===== src/rtl/ahb_err_inject_sched.sv =====
// ahb_err_inject_sched
// Picks transfers to a programmable address window for an AHB ERROR response
// and sequences the two-cycle ERROR on HREADYOUT_M/HRESP_M in place of the
// real slave response. Selection follows an every-Nth period and an optional
// total injection budget.

module ahb_err_inject_sched #(
  parameter int ADDR_WIDTH = 32,
  parameter int CNT_WIDTH  = 16
) (
  input  logic                  HCLK,
  input  logic                  HRESET,
  input  logic                  cfg_enable,
  input  logic [ADDR_WIDTH-1:0] cfg_addr_lo,
  input  logic [ADDR_WIDTH-1:0] cfg_addr_hi,
  input  logic [CNT_WIDTH-1:0]  cfg_period,
  input  logic [CNT_WIDTH-1:0]  cfg_budget,
  input  logic                  HSEL,
  input  logic                  HREADY,
  input  logic                  HWRITE,
  input  logic [1:0]            HTRANS,
  input  logic [ADDR_WIDTH-1:0] HADDR,
  input  logic                  HREADYOUT,
  input  logic                  HRESP,
  output logic                  HREADYOUT_M,
  output logic                  HRESP_M,
  output logic                  inject,
  output logic [CNT_WIDTH-1:0]  inject_count,
  output logic                  done
);

  localparam logic [CNT_WIDTH-1:0] CNT_ONE = {{(CNT_WIDTH-1){1'b0}}, 1'b1};

  typedef enum logic [1:0] {
    ST_IDLE = 2'd0,
    ST_ERR1 = 2'd1,
    ST_ERR2 = 2'd2
  } state_t;

  // Saturating increment: the counter sticks at all-ones instead of wrapping.
  function automatic logic [CNT_WIDTH-1:0] sat_inc(input logic [CNT_WIDTH-1:0] v);
    sat_inc = (&v) ? v : v + CNT_ONE;
  endfunction

  // Terminal count of the period counter; a period of 0 behaves as 1.
  function automatic logic [CNT_WIDTH-1:0] period_last(input logic [CNT_WIDTH-1:0] p);
    period_last = (p == '0) ? '0 : p - CNT_ONE;
  endfunction

  state_t                 state_p1;
  state_t                 state_nxt;
  logic [CNT_WIDTH-1:0]   period_cnt;

  logic                   vld_p0;
  logic                   in_win_p0;
  logic                   qual_p0;
  logic                   wrap_p0;
  logic                   select_p0;

  // Address phase (p0): HWRITE and HTRANS[0] do not influence selection.
  logic                   unused_in;
  assign unused_in = HWRITE ^ HTRANS[0];

  // ERR1 holds the bus HREADY low, so no address phase can be accepted there;
  // gating on the state keeps a misbehaving HREADY from re-triggering.
  assign vld_p0    = HSEL & HREADY & HTRANS[1] & (state_p1 != ST_ERR1);
  // An empty or inverted window (lo >= hi) can never satisfy both compares.
  assign in_win_p0 = (HADDR >= cfg_addr_lo) && (HADDR < cfg_addr_hi);
  assign qual_p0   = vld_p0 & in_win_p0 & cfg_enable;
  // >= rather than == so a live reduction of cfg_period below the current
  // count wraps at the next qualifying transfer instead of running to overflow.
  assign wrap_p0   = (period_cnt >= period_last(cfg_period));
  assign select_p0 = qual_p0 & wrap_p0 & ~done;

  assign done = (cfg_budget != '0) && (inject_count == cfg_budget);

  // Period counter: advances on every qualifying transfer, held at 0 while disabled.
  always_ff @(posedge HCLK or posedge HRESET) begin
    if (HRESET) begin
      period_cnt <= '0;
    end else if (!cfg_enable) begin
      period_cnt <= '0;
    end else if (qual_p0) begin
      period_cnt <= wrap_p0 ? '0 : period_cnt + CNT_ONE;
    end
  end

  // Injection counter: one count per entry into ERR1.
  always_ff @(posedge HCLK or posedge HRESET) begin
    if (HRESET) begin
      inject_count <= '0;
    end else if (select_p0) begin
      inject_count <= sat_inc(inject_count);
    end
  end

  // Data phase (p1): response sequencer state register.
  always_ff @(posedge HCLK or posedge HRESET) begin
    if (HRESET) begin
      state_p1 <= ST_IDLE;
    end else begin
      state_p1 <= state_nxt;
    end
  end

  // Next-state logic: ERR1 drains the real slave's data phase, ERR2 is one cycle.
  always_comb begin
    state_nxt = state_p1;
    case (state_p1)
      ST_IDLE: begin
        if (select_p0) state_nxt = ST_ERR1;
      end
      ST_ERR1: begin
        if (HREADYOUT) state_nxt = ST_ERR2;
      end
      ST_ERR2: begin
        state_nxt = select_p0 ? ST_ERR1 : ST_IDLE;
      end
      default: begin
        state_nxt = ST_IDLE;
      end
    endcase
  end

  // Output decode: pass-through in IDLE, forced ERROR response otherwise.
  always_comb begin
    HREADYOUT_M = HREADYOUT;
    HRESP_M     = HRESP;
    inject      = 1'b0;
    case (state_p1)
      ST_ERR1: begin
        HREADYOUT_M = 1'b0;
        HRESP_M     = 1'b1;
        inject      = 1'b1;
      end
      ST_ERR2: begin
        HREADYOUT_M = 1'b1;
        HRESP_M     = 1'b1;
        inject      = 1'b1;
      end
      default: begin
        HREADYOUT_M = HREADYOUT;
        HRESP_M     = HRESP;
        inject      = 1'b0;
      end
    endcase
  end

endmodule


===== config.mk =====
export PLATFORM = sky130hd
export DESIGN_NAME = ahb_err_inject_sched
export DESIGN_NICKNAME = d
export VERILOG_FILES = /design/src/rtl/ahb_err_inject_sched.sv
export SDC_FILE = /design/constraint.sdc
export NUM_CORES = 1
export LEC_CHECK = 0
export CORE_ASPECT_RATIO = 2
export CORE_MARGIN = 1.5
export CORE_UTILIZATION = 42
export CTS_CLUSTER_SIZE = 40
export DETAILED_ROUTE_END_ITERATION = 8
export GPL_TIMING_DRIVEN = 0
export PLACE_DENSITY = 0.8
export SETUP_SLACK_MARGIN = 0.1
export SYNTH_ARGS = -nofsm -noshare
export SYNTH_HDL_FRONTEND = slang
export SYNTH_SLANG_ARGS = --single-unit

===== constraint.sdc =====
create_clock -name HCLK -period 2.6 [get_ports HCLK]
set_input_delay 0.52 -clock HCLK [delete_from_list [all_inputs] [get_ports HCLK]]
set_output_delay 0.52 -clock HCLK [all_outputs]
set_load 0.1 [all_outputs]

==> out/metrics.csv <==
metric,value,unit
Total Routed Length,16100,µm
Syn Area/Cell,8.34,µm²
hold-fix buffers at CTS,0,
Final Hold Fails,0,
Syn Nets,754,
setup_tns,-29.45,ns
Worst-Margin Slew,1.01,ns
"commonest non-fill, non-tap cell in the layout",clkdlybuf4s50_1,
detailed-route via count,4945,
Critical Path End Type,flop,
DRC,0,
row count,52,
CTS Sinks,34,
FF-to-FF Start,period_cnt[0],
Yosys cell types,60,
CP arrival,3.94,ns
Post-synth EDFFs,0,
share of cells above drive strength 1,0.205,
VDD IR-drop max,0.527,mV
GP Congestion,0.958,
Antenna Diode Count,0,
violated checks,setup timing,
"Seq/Total Area, Yosys",0.193,
post-synthesis sequential element count,34,
drt first pass iters,5,
max-slew violation count,0,
CTS tree,built,
pwr dens,272,nW/µm²
crit path buf inv count,8,
HPWL after DPL,12000,µm
detailed-route wire length per cell,18.6,µm
minimum clock period,3.73,ns
"CP delay by family, top",buffers and inverters,
H-tree depth,2,
initial antenna violation count,0,
critical path launch point,cfg_period[0],
Worst Hold Path EP,inject_count[8],
initial drt markers,234,
Hold Path Class,flop to flop,
Crit-path slowest cell,a311o_2,
Root Buffer Master,clkbuf_16,
worst path cell trace,clkdlybuf4s15_1 -> inv_2 -> and3_4 -> clkbuf_8 -> buf_4 -> buf_4 -> nand2_1 -> nand2_1 -> nand2_2 -> nand2_2 -> ha_4 -> and4_1 -> o21ai_0 -> a311o_2 -> a211oi_4 -> nand2b_1 -> buf_6 -> buf_6 -> buf_12 -> nor4b_4 -> xor2_1,
final layout net count,954,
Worst-path clk slew,0.06,ns
fmax,268,MHz
R2R Path End,inject_count[15],
vias in the first global route,5565,
first-pass GRT wire length,24800,µm
top_reg_cell synth,dfrtp_1,
Num CTS Buffers,5,
I/O pin count,158,
RSZ-0062 raised after global routing,true,
final setup margin,-1.13,ns
die extent in y,148,µm
Die ar.,11200,µm²
worst-skew pair later-pin latency,0.28,ns
most frequent cells in the layout,"clkdlybuf4s50_1, ha_1, inv_1",
P&R area growth vs syn,63.9,%
CP max stage delay,0.41,ns
input/output buffers,155,
outcome,"complete, but fails checks",
hold path start,inject_count[8],
Crit path required time,2.80,ns
final core utilization,0.712,
GRT overflow,0,
DIE WIDTH,75.5,µm
Critical Path Source Type,primary input,
Max clock buf depth,2,
Pleak,3.73,nW
cells on worst reg2reg path,13,
worst-path fanout max,5,
Core Area,10100,µm²
routed vias/inst,5.72,
Gate Count Post-Synth,529,
largest net degree at the start of global routing,35,
WS Path Type,primary input to flop,
starting density of the core,0.434,
R2R setup slack,-0.26,ns
GRT Util Overall,0.287,
Hold Crit Depth,1,
# setup viols final,34,
warnings from Yosys,0,
Routed Antenna Nets,0,
max cap viols,0,
"FFs w/ async S/R, synth",1.00,
Setup Skew,0.00587,ns
Final period util,1.44,
Post-Syn Area,4410,µm²
max_slew headroom,0.328,
[kinds of logic (layout without fill, tap and decap cells)]
family | after synthesis | count (layout) | synth area share
AND/OR/NAND/NOR | 183 | 183 | 0.228
AO/OA/AOI/OAI | 94 | 94 | 0.159
adder cells (fa/ha/maj) | 87 | 87 | 0.247
buffers and inverters | 86 | 287 | 0.0789
XOR/XNOR | 43 | 43 | 0.0888
flip-flops | 34 | 34 | 0.193
multiplexers | 2 | 2 | 0.00511
[routing by layer]
layer	up-vias	wire length, µm	track usage
li1	2322	-	-
met2	188	9590	0.572
met3	68	539	0.0395
met4	0	898	0.170
met5	-	0	0
met1	2367	5060	0.246
[metrics by stage]
step	area, µm²	setup WS (ns)	power [mW]	hold slack, ns	instances
3_3_place_gp	6280	-1.91	1.30	0.525	819
5_1_grt	7230	-1.23	2.06	0.559	865
3_5_place_dp	6280	-1.96	1.33	0.528	819
6_report	7230	-1.13	1.97	0.538	865
2_1_floorplan	4560	-0.997	0.971	0.523	529
4_1_cts	6960	-1.13	1.95	0.535	856
[synth_stat cells (all sizes together) (3+ instances only)]
cell / count / area share
a311o: 3 / 0.0068
o21a: 4 / 0.0068
nand4: 16 / 0.023
nor4: 19 / 0.030
dfrtp: 34 / 0.19
and3: 14 / 0.020
nand2b: 3 / 0.0060
xor2: 26 / 0.052
nor2b: 3 / 0.0043
a21boi: 3 / 0.0051
a32o: 13 / 0.030
a211oi: 6 / 0.011
inv: 75 / 0.064
buf: 4 / 0.0088
nor3: 8 / 0.0091
xnor2: 17 / 0.037
a21o: 10 / 0.017
clkbuf: 7 / 0.0062
or4: 4 / 0.0094
a221oi: 3 / 0.0060
o21ai: 20 / 0.023
nor3b: 12 / 0.020
nand2: 48 / 0.041
a21oi: 19 / 0.022
nor2: 24 / 0.021
and4: 5 / 0.0099
and2: 3 / 0.0043
ha: 87 / 0.25
nand3: 19 / 0.022
[worst max path at each step]
stage,slack [ns],endpoint,cells after the start
after floorplan,-1.0,inject_count[6],13
after global placement,-1.91,inject_count[6],14
after detailed placement,-1.96,inject_count[11],15
after CTS,-1.13,inject_count[6],15
after global routing,-1.23,inject_count[15],21
final,-1.13,inject_count[15],21
[timing repair]
item	4_1_cts	5_1_grt
setup buffers	24	10
pin swaps	61	45
endpoints found under the setup margin	39	42
cloned	5	0
resized for setup	154	52
endpoints found under the hold margin	0	0
[cell type report]
class	count	area, µm²
tap	135	169
fill	762	2920
timing repair buffer	193	1930
inverter	75	282
sequential	34	855
clock inverter	1	5.00
clock buffer	7	143
buffer	11	123
multi-input combinational	409	3720
[where the power goes]
part | internal [mW] | total [mW] | leakage [nW] | switching, mW
sequential | 0.537 | 0.546 | 0.459 | 0.00913
combinational | 0.381 | 0.820 | 3.20 | 0.439
clock | 0.380 | 0.600 | 0.0739 | 0.221
total | 1.30 | 1.97 | 3.73 | 0.669
[registers in the layout, summed over array words and instances, names as in the netlist]
name and count:
period_cnt 16, state_p1 2, inject_count 16
(Power assumes the default switching activity.)
==> variant, RTL diff (same settings) <==
Re-encode `state_t` (3 states) as one-hot, 3 bits wide.
--- a/src/rtl/ahb_err_inject_sched.sv
+++ b/src/rtl/ahb_err_inject_sched.sv
@@ -31,10 +31,10 @@
 
   localparam logic [CNT_WIDTH-1:0] CNT_ONE = {{(CNT_WIDTH-1){1'b0}}, 1'b1};
 
-  typedef enum logic [1:0] {
-    ST_IDLE = 2'd0,
-    ST_ERR1 = 2'd1,
-    ST_ERR2 = 2'd2
+  typedef enum logic [2:0] {
+    ST_IDLE = 3'b001,
+    ST_ERR1 = 3'b010,
+    ST_ERR2 = 3'b100
   } state_t;
 
   // Saturating increment: the counter sticks at all-ones instead of wrapping.
Function: same outputs for any inputs over 10 cycles, from zero or initial values and one cycle with HRESET high; not proved beyond that.
==> variant against the original RTL <==
- the run still ends with negative setup slack left
- non-clock buffer count is 17 lower
- fmax rose by 11%
- sequential cell count grew 1
- synthesized area is 0.82% lower
- setup slack better by 0.37 ns
- final cell count grew 2.1%
- clock power decreased by 2%
- cell area is 4.4% lower
- die area decreased by 0.80%
- wire length shrank 12%
- total power fell by 12%
- critical path depth shrank 5
- global-route usage fell by 3.0 points
- clock skew up 0.0017 ns
- critical path type unchanged
- largest cell class unchanged
- largest power group unchanged
- highest routed layer unchanged
==> variant: results (changes against the original RTL) <==
Top Registers - inject_count (16), period_cnt (16), state_p1 (3)
first-pass GRT wire length - 22,500 um (-9.3%)
Worst setup startpoint - cfg_period[6]
routed len/inst - 16.1 um (-13%)
ranking of synthesized cells by area - ha_1, dfrtp_1, xnor2_1
PortBufs - 154 (-0.65%)
post-detail-place hpwl - 11,300 um (-6.0%)
met2 usage in global routing - 0.493 (-0.0790)
DR vias - 4,915 (-0.61%)
CP max FO - 7 (+2)
total of cells resized after clock tree synthesis - 96 (-38%)
Min Hold Slack - 0.521 ns (-0.0165 ns)
Primary FF master, synth - dfrtp_1
failing checks - negative setup slack
largest net degree at the start of global routing - 36 (+2.9%)
number of global-route vias before repair - 5,220 (-6.2%)
met2 WL post-DR - 8150 um (-15%)
Adder-Cell Fraction of Synth Area - 0.237 (-0.00940)
pre-CTS setup slack - -1.59 ns (+0.373 ns)
Post-Syn Nets - 785 (+4.1%)
XOR/XNOR Fraction of Synth Area - 0.0861 (-0.00270)
Final Skew - 0.00757 ns (+0.00169 ns)
Worst Hold Endpoint - inject_count[15]
EDFF count, synth - 0 (unchanged)
Top Metal Used - met4
end of the critical path - inject_count[14]
register area share after synthesis - 0.201 (+0.00761)
Setup TNS - -23.59 ns (+5.87 ns)
status - complete, but fails checks
fraction of layout instances using a drive strength above 1 - 0.176 (-0.0290)
most frequent cells after synthesis - ha_1, inv_1, nand2_1
Met1 Routed Length - 4720 um (-6.7%)
DRT iter0 DRCs - 158 (-32%)
setup bufs post-CTS - 14 (-42%)
Avg Cell Area, Syn - 7.75 sq um (-7.0%)
WL met3 - 565 um (+4.8%)
GRT Util Overall - 0.258 (-0.0297)
final setup violating endpoints - 34 (unchanged)
GR met3 Demand/Resource - 0.0432 (+0.00367)
Ys Warns - 0 (unchanged)
hold path startpoint - inject_count[15]
placed cell count - 853 (+4.2%)
worst reg2reg path startpoint - period_cnt[1]
Final Worst Setup Slack - -0.768 ns (+0.365 ns)
WP data arrival - 3.54 ns (-0.40 ns)
Max VDD drop - 0.000217 V (-59%)
Initial DRT Pass Iterations - 4 (-1)
NumNets Final - 968 (+1.5%)
synth unique cells - 49 (-18%)
Critical R2R Capture - period_cnt[15]
R2R setup slack - 0.21 ns (+0.47 ns)
mux contribution to synthesized area - 0.00773 (+0.00262)
placed instance area - 6190 sq um (-1.4%)
P_leak - 3.14 nW (-16%)
Relative slew margins - 0.346 (+0.0176)
Routability Congestion - 0.881 (-8.0%)
Compound-Gate Fraction of Synth Area - 0.140 (-0.0190)
-- variant: layout make-up --
cell class	instances	area [sq um]
multi-input combinational	446	3600
fill	820	3240
timing repair buffer	176	1730
sequential	35	897
inverter	72	270
tap	135	169
clock buffer	6	129
buffer	11	97.6
clock inverter	2	12.5
-- variant: worst max-delay path: stages --
cell and delay [ns]:
buf_6 0.09, or4_4 0.54, nor2_4 0.18, buf_6 0.12
nand4_1 0.14, buf_4 0.20, and2_4 0.14, ha_4 0.20
nand2b_4 0.13, a211o_1 0.27, a21oi_2 0.16, o21ai_2 0.11
and3_4 0.18, buf_8 0.13, nand4_1 0.11, mux2_4 0.30
-- variant: cells by family (layout without fill, tap and decap cells) --
group / after synthesis / in the layout
buf+inv: 83 / 267
fa+ha+maj: 83 / 83
mux: 3 / 3
simple gates: 221 / 221
flops: 35 / 35
xor+xnor: 43 / 43
compound gates: 96 / 96
-- variant: power breakdown --
part	internal [mW]	switching (mW)
clock network	0.354	0.235
registers	0.546	0.00208
logic	0.322	0.269
